===== src/rtl/branch_pkg.sv =====
// Shared definitions for the branch requester.
// Holds the opcode and state enums, the decoded instruction view and the
// jump-distance table that maps a 4-bit index to a PC jump amount.
package branch_pkg;

  localparam int LUT_DEPTH_DEF = 16;
  localparam int AMT_W_DEF     = 8;
  localparam int INSTR_W       = 9;

  typedef enum logic [3:0] {
    OP_BN  = 4'hC,
    OP_BNZ = 4'hD,
    OP_BZ  = 4'hE,
    OP_JMP = 4'hF
  } opcode_e;

  typedef enum logic [1:0] {
    ST_RUN   = 2'd0,
    ST_FLUSH = 2'd1,
    ST_HALT  = 2'd2
  } state_e;

  // Field view of the 9-bit instruction word: [8:5] op, [4] dir, [3:0] idx.
  typedef struct packed {
    logic [3:0] op;
    logic       dir;
    logic [3:0] idx;
  } instr_t;

  // Jump distances; entry 0 is a legal zero-length taken branch.
  localparam logic [AMT_W_DEF-1:0] JUMP_LUT [LUT_DEPTH_DEF] = '{
    8'd0,  8'd2,  8'd5,  8'd8,  8'd12, 8'd16, 8'd20,  8'd24,
    8'd32, 8'd40, 8'd48, 8'd64, 8'd80, 8'd96, 8'd112, 8'd127
  };

  function automatic logic is_branch(input logic [3:0] op);
    return (op == OP_JMP) || (op == OP_BZ) || (op == OP_BNZ) || (op == OP_BN);
  endfunction

endpackage


===== src/rtl/jump_lut.sv =====
// Combinational jump-distance lookup.
// Ports: idx - table index; amt - jump distance for that index.
module jump_lut
  import branch_pkg::*;
#(
  parameter int LUT_DEPTH = LUT_DEPTH_DEF,
  parameter int AMT_W     = AMT_W_DEF,
  localparam int IDX_W    = $clog2(LUT_DEPTH)
) (
  input  logic [IDX_W-1:0] idx,
  output logic [AMT_W-1:0] amt
);

  always_comb amt = AMT_W'(JUMP_LUT[idx]);

endmodule


===== src/rtl/branch_ctrl.sv =====
// Branch requester for the program counter's branch interface.
// Latches fetched instructions into an IR, keeps ALU zero/neg flags, decodes
// branch opcodes and drives BranchEnable/BranchTaken/JumpDirection/JumpAmount
// combinationally so the PC samples them at the next edge. A taken branch
// squashes the following IR word (one flush bubble).
// Ports:
//   CLK, init_n (sync active-low reset), halt (freeze until reset)
//   instr_valid/instr  - fetched word
//   flag_we/zero_in/neg_in - ALU flag update (also bypassed into the condition)
//   BranchEnable, BranchTaken, JumpDirection, JumpAmount - PC branch interface
//   flush - current IR word is a bubble; ir_valid - IR holds a live word
// Optional: define BRANCH_STATS_EN to add saturating taken_cnt/nottaken_cnt.
module branch_ctrl
  import branch_pkg::*;
#(
  parameter int LUT_DEPTH = LUT_DEPTH_DEF,
  parameter int AMT_W     = AMT_W_DEF
) (
  input  logic               CLK,
  input  logic               init_n,
  input  logic               halt,
  input  logic               instr_valid,
  input  logic [INSTR_W-1:0] instr,
  input  logic               flag_we,
  input  logic               zero_in,
  input  logic               neg_in,
  output logic               BranchEnable,
  output logic               BranchTaken,
  output logic               JumpDirection,
  output logic [AMT_W-1:0]   JumpAmount,
  output logic               flush,
  output logic               ir_valid
`ifdef BRANCH_STATS_EN
  ,
  output logic [15:0]        taken_cnt,
  output logic [15:0]        nottaken_cnt
`endif
);

  localparam int IDX_W = $clog2(LUT_DEPTH);

  state_e           state, state_nxt;
  instr_t           ir;
  logic             ir_vld;
  logic             zero_q, neg_q;
  logic             zero_eff, neg_eff, cond;
  logic [AMT_W-1:0] lut_amt;

  // IR and flags; all of it freezes in HALT
  always_ff @(posedge CLK) begin
    if (!init_n) begin
      ir     <= '0;
      ir_vld <= 1'b0;
      zero_q <= 1'b0;
      neg_q  <= 1'b0;
    end else if (state != ST_HALT) begin
      if (instr_valid) ir <= instr_t'(instr);
      ir_vld <= instr_valid;
      if (flag_we) begin
        zero_q <= zero_in;
        neg_q  <= neg_in;
      end
    end
  end

  // State register
  always_ff @(posedge CLK) begin
    if (!init_n) state <= ST_RUN;
    else         state <= state_nxt;
  end

  // Next state; halt overrides everything and only reset leaves HALT
  always_comb begin
    state_nxt = state;
    unique case (state)
      ST_RUN:   if (BranchTaken) state_nxt = ST_FLUSH;
      ST_FLUSH: state_nxt = ST_RUN;
      ST_HALT:  state_nxt = ST_HALT;
      default:  state_nxt = ST_RUN;
    endcase
    if (halt) state_nxt = ST_HALT;
  end

  jump_lut #(.LUT_DEPTH(LUT_DEPTH), .AMT_W(AMT_W)) u_lut (
    .idx (ir.idx[IDX_W-1:0]),
    .amt (lut_amt)
  );

  // A flag write in the same cycle as the branch wins over the stored flags
  always_comb begin
    zero_eff = flag_we ? zero_in : zero_q;
    neg_eff  = flag_we ? neg_in  : neg_q;
    unique case (ir.op)
      OP_JMP:  cond = 1'b1;
      OP_BZ:   cond = zero_eff;
      OP_BNZ:  cond = ~zero_eff;
      OP_BN:   cond = neg_eff;
      default: cond = 1'b0;
    endcase
  end

  // Outputs
  always_comb begin
    BranchEnable  = 1'b0;
    BranchTaken   = 1'b0;
    JumpDirection = 1'b0;
    JumpAmount    = '0;
    flush         = 1'b0;
    ir_valid      = 1'b0;
    if (state != ST_HALT) begin
      ir_valid     = ir_vld;
      flush        = (state == ST_FLUSH);
      BranchEnable = ir_vld & is_branch(ir.op) & (state == ST_RUN);
      if (BranchEnable) begin
        BranchTaken   = cond;
        JumpDirection = ir.dir;
        JumpAmount    = lut_amt;
      end
    end
  end

`ifdef BRANCH_STATS_EN
  always_ff @(posedge CLK) begin
    if (!init_n) begin
      taken_cnt    <= '0;
      nottaken_cnt <= '0;
    end else if (BranchEnable) begin
      if (BranchTaken) begin
        if (taken_cnt != 16'hFFFF) taken_cnt <= taken_cnt + 16'd1;
      end else begin
        if (nottaken_cnt != 16'hFFFF) nottaken_cnt <= nottaken_cnt + 16'd1;
      end
    end
  end
`endif

endmodule


===== config.mk =====
export PLATFORM = sky130hd
export DESIGN_NAME = branch_ctrl
export DESIGN_NICKNAME = d
export VERILOG_FILES = /design/src/rtl/branch_pkg.sv /design/src/rtl/jump_lut.sv /design/src/rtl/branch_ctrl.sv
export SDC_FILE = /design/constraint.sdc
export NUM_CORES = 1
export LEC_CHECK = 0
export CAP_MARGIN = 20
export CELL_PAD_IN_SITES_DETAIL_PLACEMENT = 2
export CELL_PAD_IN_SITES_GLOBAL_PLACEMENT = 2
export CORE_MARGIN = 1
export CORE_UTILIZATION = 21
export CTS_BUF_LIST = sky130_fd_sc_hd__clkbuf_8 sky130_fd_sc_hd__clkbuf_16
export CTS_CLUSTER_DIAMETER = 150
export CTS_CLUSTER_SIZE = 16
export DETAILED_ROUTE_END_ITERATION = 10
export GPL_ROUTABILITY_DRIVEN = 1
export PLACE_DENSITY = 0.69
export SYNTH_ARGS = -nofsm -noshare
export SYNTH_HDL_FRONTEND = slang
export SYNTH_SLANG_ARGS = --single-unit

===== constraint.sdc =====
create_clock -name CLK -period 1.4 [get_ports CLK]
set_input_delay 0.28 -clock CLK [delete_from_list [all_inputs] [get_ports CLK]]
set_output_delay 0.28 -clock CLK [all_outputs]
set_load 0.02 [all_outputs]

# After elaboration in Yosys (flattened, before gate mapping)
# Memories as Yosys holds them, arrays and structs flattened.
# Index checks and enable logic that the tools add are counted.
dict set report totals {
  word_cells 47
  out_inout_bits 13
  reg_bits 14
  inputBits 16
  mem_count 1
  romBits 128
}
# memory depth word_bits read_ports rd_clocked_by_memory_dff write_ports line_no
set mem_list {}
lappend mem_list {{(no name shown)} 16 8 1 0 0 jump_lut.sv:14} ;# always_comb amt = AMT_W'(JUMP_LUT[idx]);
dict set report classes {
  n_bitwise 5
  n_reduce_logical 6
  eq_ne 9
  order_cmp 1
  muxes 17
}
# op n
set ops {}
lappend ops {{8-bit 2-to-1 mux} 4}
lappend ops {{4-bit == test (second input constant)} 4}
lappend ops {{1-bit 2-to-1 mux} 9}
lappend ops {{5-bit greater-or-equal comparator (second input constant)} 1}
lappend ops {{4-bit NOT with 5-bit output} 1}
lappend ops {{2-bit 2-to-1 mux} 2}
lappend ops {{2-bit != test (second input constant)} 2}
lappend ops {{1-bit one-hot mux with 4 select lines} 1}
lappend ops {{2-bit one-hot mux with 2 select lines} 1}
lappend ops {{1-bit logical OR} 3}
lappend ops {{3-bit != test (second input constant)} 1}
lappend ops {{1-bit bitwise AND} 2}
lappend ops {{2-bit by 1-bit == test with 1-bit output (second input constant)} 1}
lappend ops {{2-bit == test (second input constant)} 1}
lappend ops {{2-bit logical NOT} 1}
lappend ops {{1-bit NOT} 2}
lappend ops {{2-bit AND reduction} 1}
lappend ops {{2-bit OR reduction} 1}

# Depth between registers and ports, before layout
# Gate-level depths: netlist of the first run.
dict set report depth {
  depth_word 11
  ltp_mapped 5
  mapped_depth_nobuf 5
}

# Modules after synthesis
# From an unflattened synthesis of the first run, not the netlist that was laid out.
dict set report hier_totals {
  hier_cells 109
  area_unflattened_um2 910.9
}
# module area_per_inst_um2 seq_area_each_um2 instances cells_per_inst
set modules_own_cells {}
lappend modules_own_cells {branch_ctrl 651.9 280.3 1 81}
lappend modules_own_cells {jump_lut 259.0 0.0 1 28}

# Least setup slack after synthesis of the first run
# No wires, ideal clock.
dict set report synth_path {
  path_kind {reg2out}
  start {register ir[7] (netlist name)}
  end {output port JumpAmount[3]}
  path_slack_ps -416
  path_stages_with_launch 5
  t_required_ps 1120
  n_path_buf 1
  arrival_ps 1536
  cell_sequence {dfxtp_1 -> nand2_1 -> or4b_1 -> buf_2 -> a211oi_1}
}
dict set report synth_via {
  elab_chain_cells 8
  elab_cells_between_ends 11
  cone_classes {eq/ne: 4; mux: 2; bitwise: 2; reduce/logical: 3}
}
# element line_no
set synth_lines {}
lappend synth_lines {{from (decl)} branch_ctrl.sv:43} ;# instr_t ir;
lappend synth_lines {{from (signal assigned)} branch_ctrl.sv:57} ;# if (instr_valid) ir <= instr_t'(instr);
lappend synth_lines {{4-bit == test} branch_pkg.sv:37} ;# return (op == OP_JMP) || (op == OP_BZ) || (op == OP_BNZ) || (op == OP_BN);
lappend synth_lines {{1-bit logical OR (2 in series)} branch_pkg.sv:37}
lappend synth_lines {{1-bit logical OR (*)} branch_pkg.sv:37}
lappend synth_lines {{1-bit bitwise AND (*) (2 in series)} branch_ctrl.sv:113} ;# BranchEnable = ir_vld & is_branch(ir.op) & (state == ST_RUN);
lappend synth_lines {{8-bit 2-to-1 mux (*)} branch_ctrl.sv:114} ;# if (BranchEnable) begin
lappend synth_lines {{8-bit 2-to-1 mux (*)} branch_ctrl.sv:110} ;# if (state != ST_HALT) begin
lappend synth_lines {{to (decl)} branch_ctrl.sv:30} ;# output logic [AMT_W-1:0] JumpAmount,
# Every way passes the cells marked *; elsewhere a longest branch is shown, timed or not.

# Worst setup path after layout of the first run
dict set report layout_path {
  start {register ir[7] (netlist name)}
  end {output port JumpAmount[5]}
}
# Same word-level chain as after synthesis.

==> flow_metrics.tcl, run 1 <==
set metrics [dict create \
    first_pass_iters 4 \
    avgViaCountPerCell 4.76 \
    n_fill_cell 427 \
    rsz0062_at_grt "true" \
    clk_latency_ns 0.25 \
    ctsHoldBuffers 0 \
    initialDrtViolationCount 16 \
    avgSynthCellArea_um2 7.85 \
    fin_total_pwr_mw 1.08 \
    cts_tree "yes" \
    report.final.slew_viol_count 0 \
    power_density_mw_per_mm2 705 \
    endpoint_kind "primary output" \
    critPathArrivalTime_ns 1.71 \
    synthXorXnorAreaFrac_pct 0 \
    synth_fa_ha_area_share_pct 7.52 \
    nNetsFinal 178 \
    worst_slack_ns -0.590 \
    holdPathStages 3 \
    violations "setup timing" \
    route.detailed.drc 0 \
    syn-num-nets 127 \
    power.switching_mw 0.288 \
    port_buffers 27 \
    drt_wl_total_um 3280 \
    antenna_found_initial 0 \
    crit_path_max_fanout 6 \
    grt_max_degree 13 \
    io_pins 29 \
    cp.required_ns 1.12 \
    clock_path_buffers 2 \
    synthCells 106 \
    ir_worst_vdd_uv 499 \
    synth_top_family_by_area "simple AND/OR/NAND/NOR gates" \
    dieArea_mm2 0.00422 \
    wl_per_cell_um 16.1 \
    synth_cell_type_count 26 \
    initial_core_util_pct 22.2 \
    rr_worst_depth 8 \
    num_vias 972 \
    power_leakage_nw 0.646 \
    postRouteAntennaNets 0 \
    pwr-share-comb_pct 22.0 \
    syn_to_final_growth_pct 84.5 \
    diodes 0 \
    period_share_pct 142 \
    final_util_pct 41.0 \
    skew_ns 0.00174 \
    drive_gt1_share_pct 45.5 \
    die_y_um 64.9 \
    gp_congestion 0.734 \
    cts.sinks 14 \
    sequentialPowerShare_pct 40.7 \
    rr_startpoint "ir[7]" \
    hpwl_um 2300 \
    seqCellArea_um2 289 \
    grt_pass1_vias 1091 \
    status "complete, but fails checks" \
    clkTransAtPathRegs_ns 0.06 \
    htree_num_levels 1 \
    start_kind "flop" \
    critical_path_class "flop to primary output" \
    switching_share_pct 26.6 \
    setup_viol 11 \
    yosysWarnings 0 \
    crit_start "ir[7]" \
    cts_buffers 3 \
    grt_pass1_wl_um 5180 \
    worstHoldStart "neg_in" \
    grt_overflow 0 \
    ys_seq_area_share_pct 33.7 \
    hold_class "input port to flop" \
    cts-root-buf "clkbuf_8" \
    timing.fmax_mhz 502 \
    multiInputGateArea_um2 599 \
    min_period_ns 1.99 \
    final_hold_viol_count 0 \
    core_mm2 0.00374 \
    grt_use_total_pct 16.6 \
    syn_area_um2 832 \
    cap_violations 0 \
    synth-compound-area-share_pct 22.9 \
    synth.ff_latch_count 14 \
    fp.dieW_um 64.9 \
    synth-simple-area-share_pct 23.8 \
    rows 22 \
    p_int_mw 0.795 \
    clockPowerShare_pct 37.3 \
    synth_mux_area_share_pct 4.81 \
]
## metrics by stage
| step | hold slack [ns] | area, µm² | TNS (ns) | instances | worst slack [ns] |
|---|---|---|---|---|---|
| 6_report | 0.364 | 1540 | -5.84 | 204 | -0.590 |
| 5_1_grt | 0.377 | 1540 | -6.32 | 204 | -0.639 |
| 4_1_cts | 0.486 | 1470 | -5.76 | 202 | -0.612 |
| 3_5_place_dp | 0.476 | 1360 | -8.67 | 195 | -1.03 |
| 3_3_place_gp | 0.463 | 1360 | -8.03 | 195 | -0.979 |
| 2_1_floorplan | 0.360 | 903 | -1.11 | 106 | -0.163 |
## critical path: stages, from the launching register on
cell and delay [ns]:
dfxtp_2 0.34, nand2_2 0.06, or4b_4 0.56, buf_12 0.17, clkinv_8 0.05, and3_4 0.17, buf_6 0.11
## sequential cells by signal, indices dropped and copies added, names as in the netlist
register and flops:
ir 9, neg_q 1, ir_vld 1, zero_q 1, state 2
## power by group through the flow
stage,combinational [mW],sequential (mW),clock (mW)
after floorplan,0.101,0.440,0
after global placement,0.203,0.445,0
after detailed placement,0.216,0.448,0
after CTS,0.231,0.441,0.408
after global routing,0.259,0.445,0.430
final,0.238,0.440,0.404
## metal layers
| layer | vias up | global-route usage, % | routed length (µm) |
|---|---|---|---|
| met1 | 474 | 15.5 | 1250 |
| met4 | 0 | 6.11 | 89 |
| met5 | - | 0 | 0 |
| met2 | 24 | 35.2 | 1850 |
| li1 | 465 | - | - |
| met3 | 9 | 2.29 | 91 |
## cell usage in the layout, fill, tap and decap left out, drive strengths merged
master,n
or4b,1
clkinv,1
or4,1
nand2b,2
and3,1
o211a,1
o21bai,1
buf,39
dlygate4sd2,1
conb,1
a211oi,1
a21oi,18
a2111oi,1
dfxtp,14
and2,2
nor2b,7
ha,5
o21ai,12
nand2,3
nor2,2
dlymetal6s2s,1
clkdlybuf4s50,13
mux2i,4
inv,5
nor3,1
nand3,12
or3b,2
clkbuf,4
## cell type report
cell class,instances,area share [%]
inverter,6,2.28
tap,48,3.91
sequential,14,18.8
timing repair buffer,54,32.4
multi-input combinational,78,39.0
clock buffer,4,3.59
## Yosys cell counts
cell / instances / area (µm²)
a2111oi_2: 1 / 15.0
a211oi_1: 1 / 7.51
a21oi_1: 18 / 90.1
and2_1: 2 / 12.5
and3_1: 1 / 6.26
buf_2: 1 / 5.00
buf_4: 1 / 7.51
clkbuf_1: 6 / 22.5
conb_1: 1 / 3.75
dfxtp_1: 14 / 280
ha_1: 5 / 62.6
inv_1: 5 / 18.8
inv_2: 1 / 3.75
mux2i_1: 4 / 40.0
nand2_1: 3 / 11.3
nand2b_1: 2 / 12.5
nand3_1: 12 / 60.1
nor2_1: 2 / 7.51
nor2b_1: 7 / 43.8
nor3_1: 1 / 5.00
o211a_1: 1 / 10.0
o21ai_0: 12 / 60.1
o21bai_1: 1 / 7.51
or3b_2: 2 / 17.5
or4_4: 1 / 11.3
or4b_1: 1 / 10.0
## path summary, 6_finish.rpt
kind / endpoint / slack, ns
worst max-delay path: JumpAmount[5] / -0.59
worst min-delay path: neg_q / 0.36
worst max register to register: state[0] / -0.49
worst min register to register: ir[4] / 0.49
## what timing repair did
item	in CTS	in global routing
pin swaps	3	3
gates cloned	0	0
setup buffers	4	3
resized for setup	79	13
setup endpoints to repair	13	12
## cells by family (layout without fill, tap and decap cells)
family                     after synthesis  after routing
buffers and inverters                   14             64
AOI/OAI and AO/OA                       34             34
other                                    1              1
adders and majority gates                5              5
and+or+nand+nor                         34             34
DFF                                     14             14
muxes                                    4              4
Note: power is estimated with default switching activity, not from simulation.
==> run 2, diff against run 1 <==
--- a/config.mk
+++ b/config.mk
@@ -11,7 +11,6 @@
 export CORE_MARGIN = 1
 export CORE_UTILIZATION = 21
 export CTS_BUF_LIST = sky130_fd_sc_hd__clkbuf_8 sky130_fd_sc_hd__clkbuf_16
-export CTS_CLUSTER_DIAMETER = 150
 export CTS_CLUSTER_SIZE = 16
 export DETAILED_ROUTE_END_ITERATION = 10
 export GPL_ROUTABILITY_DRIVEN = 1
==> results of run 2 <==
Final layout, timing and power as in run 1 (identical DEF).
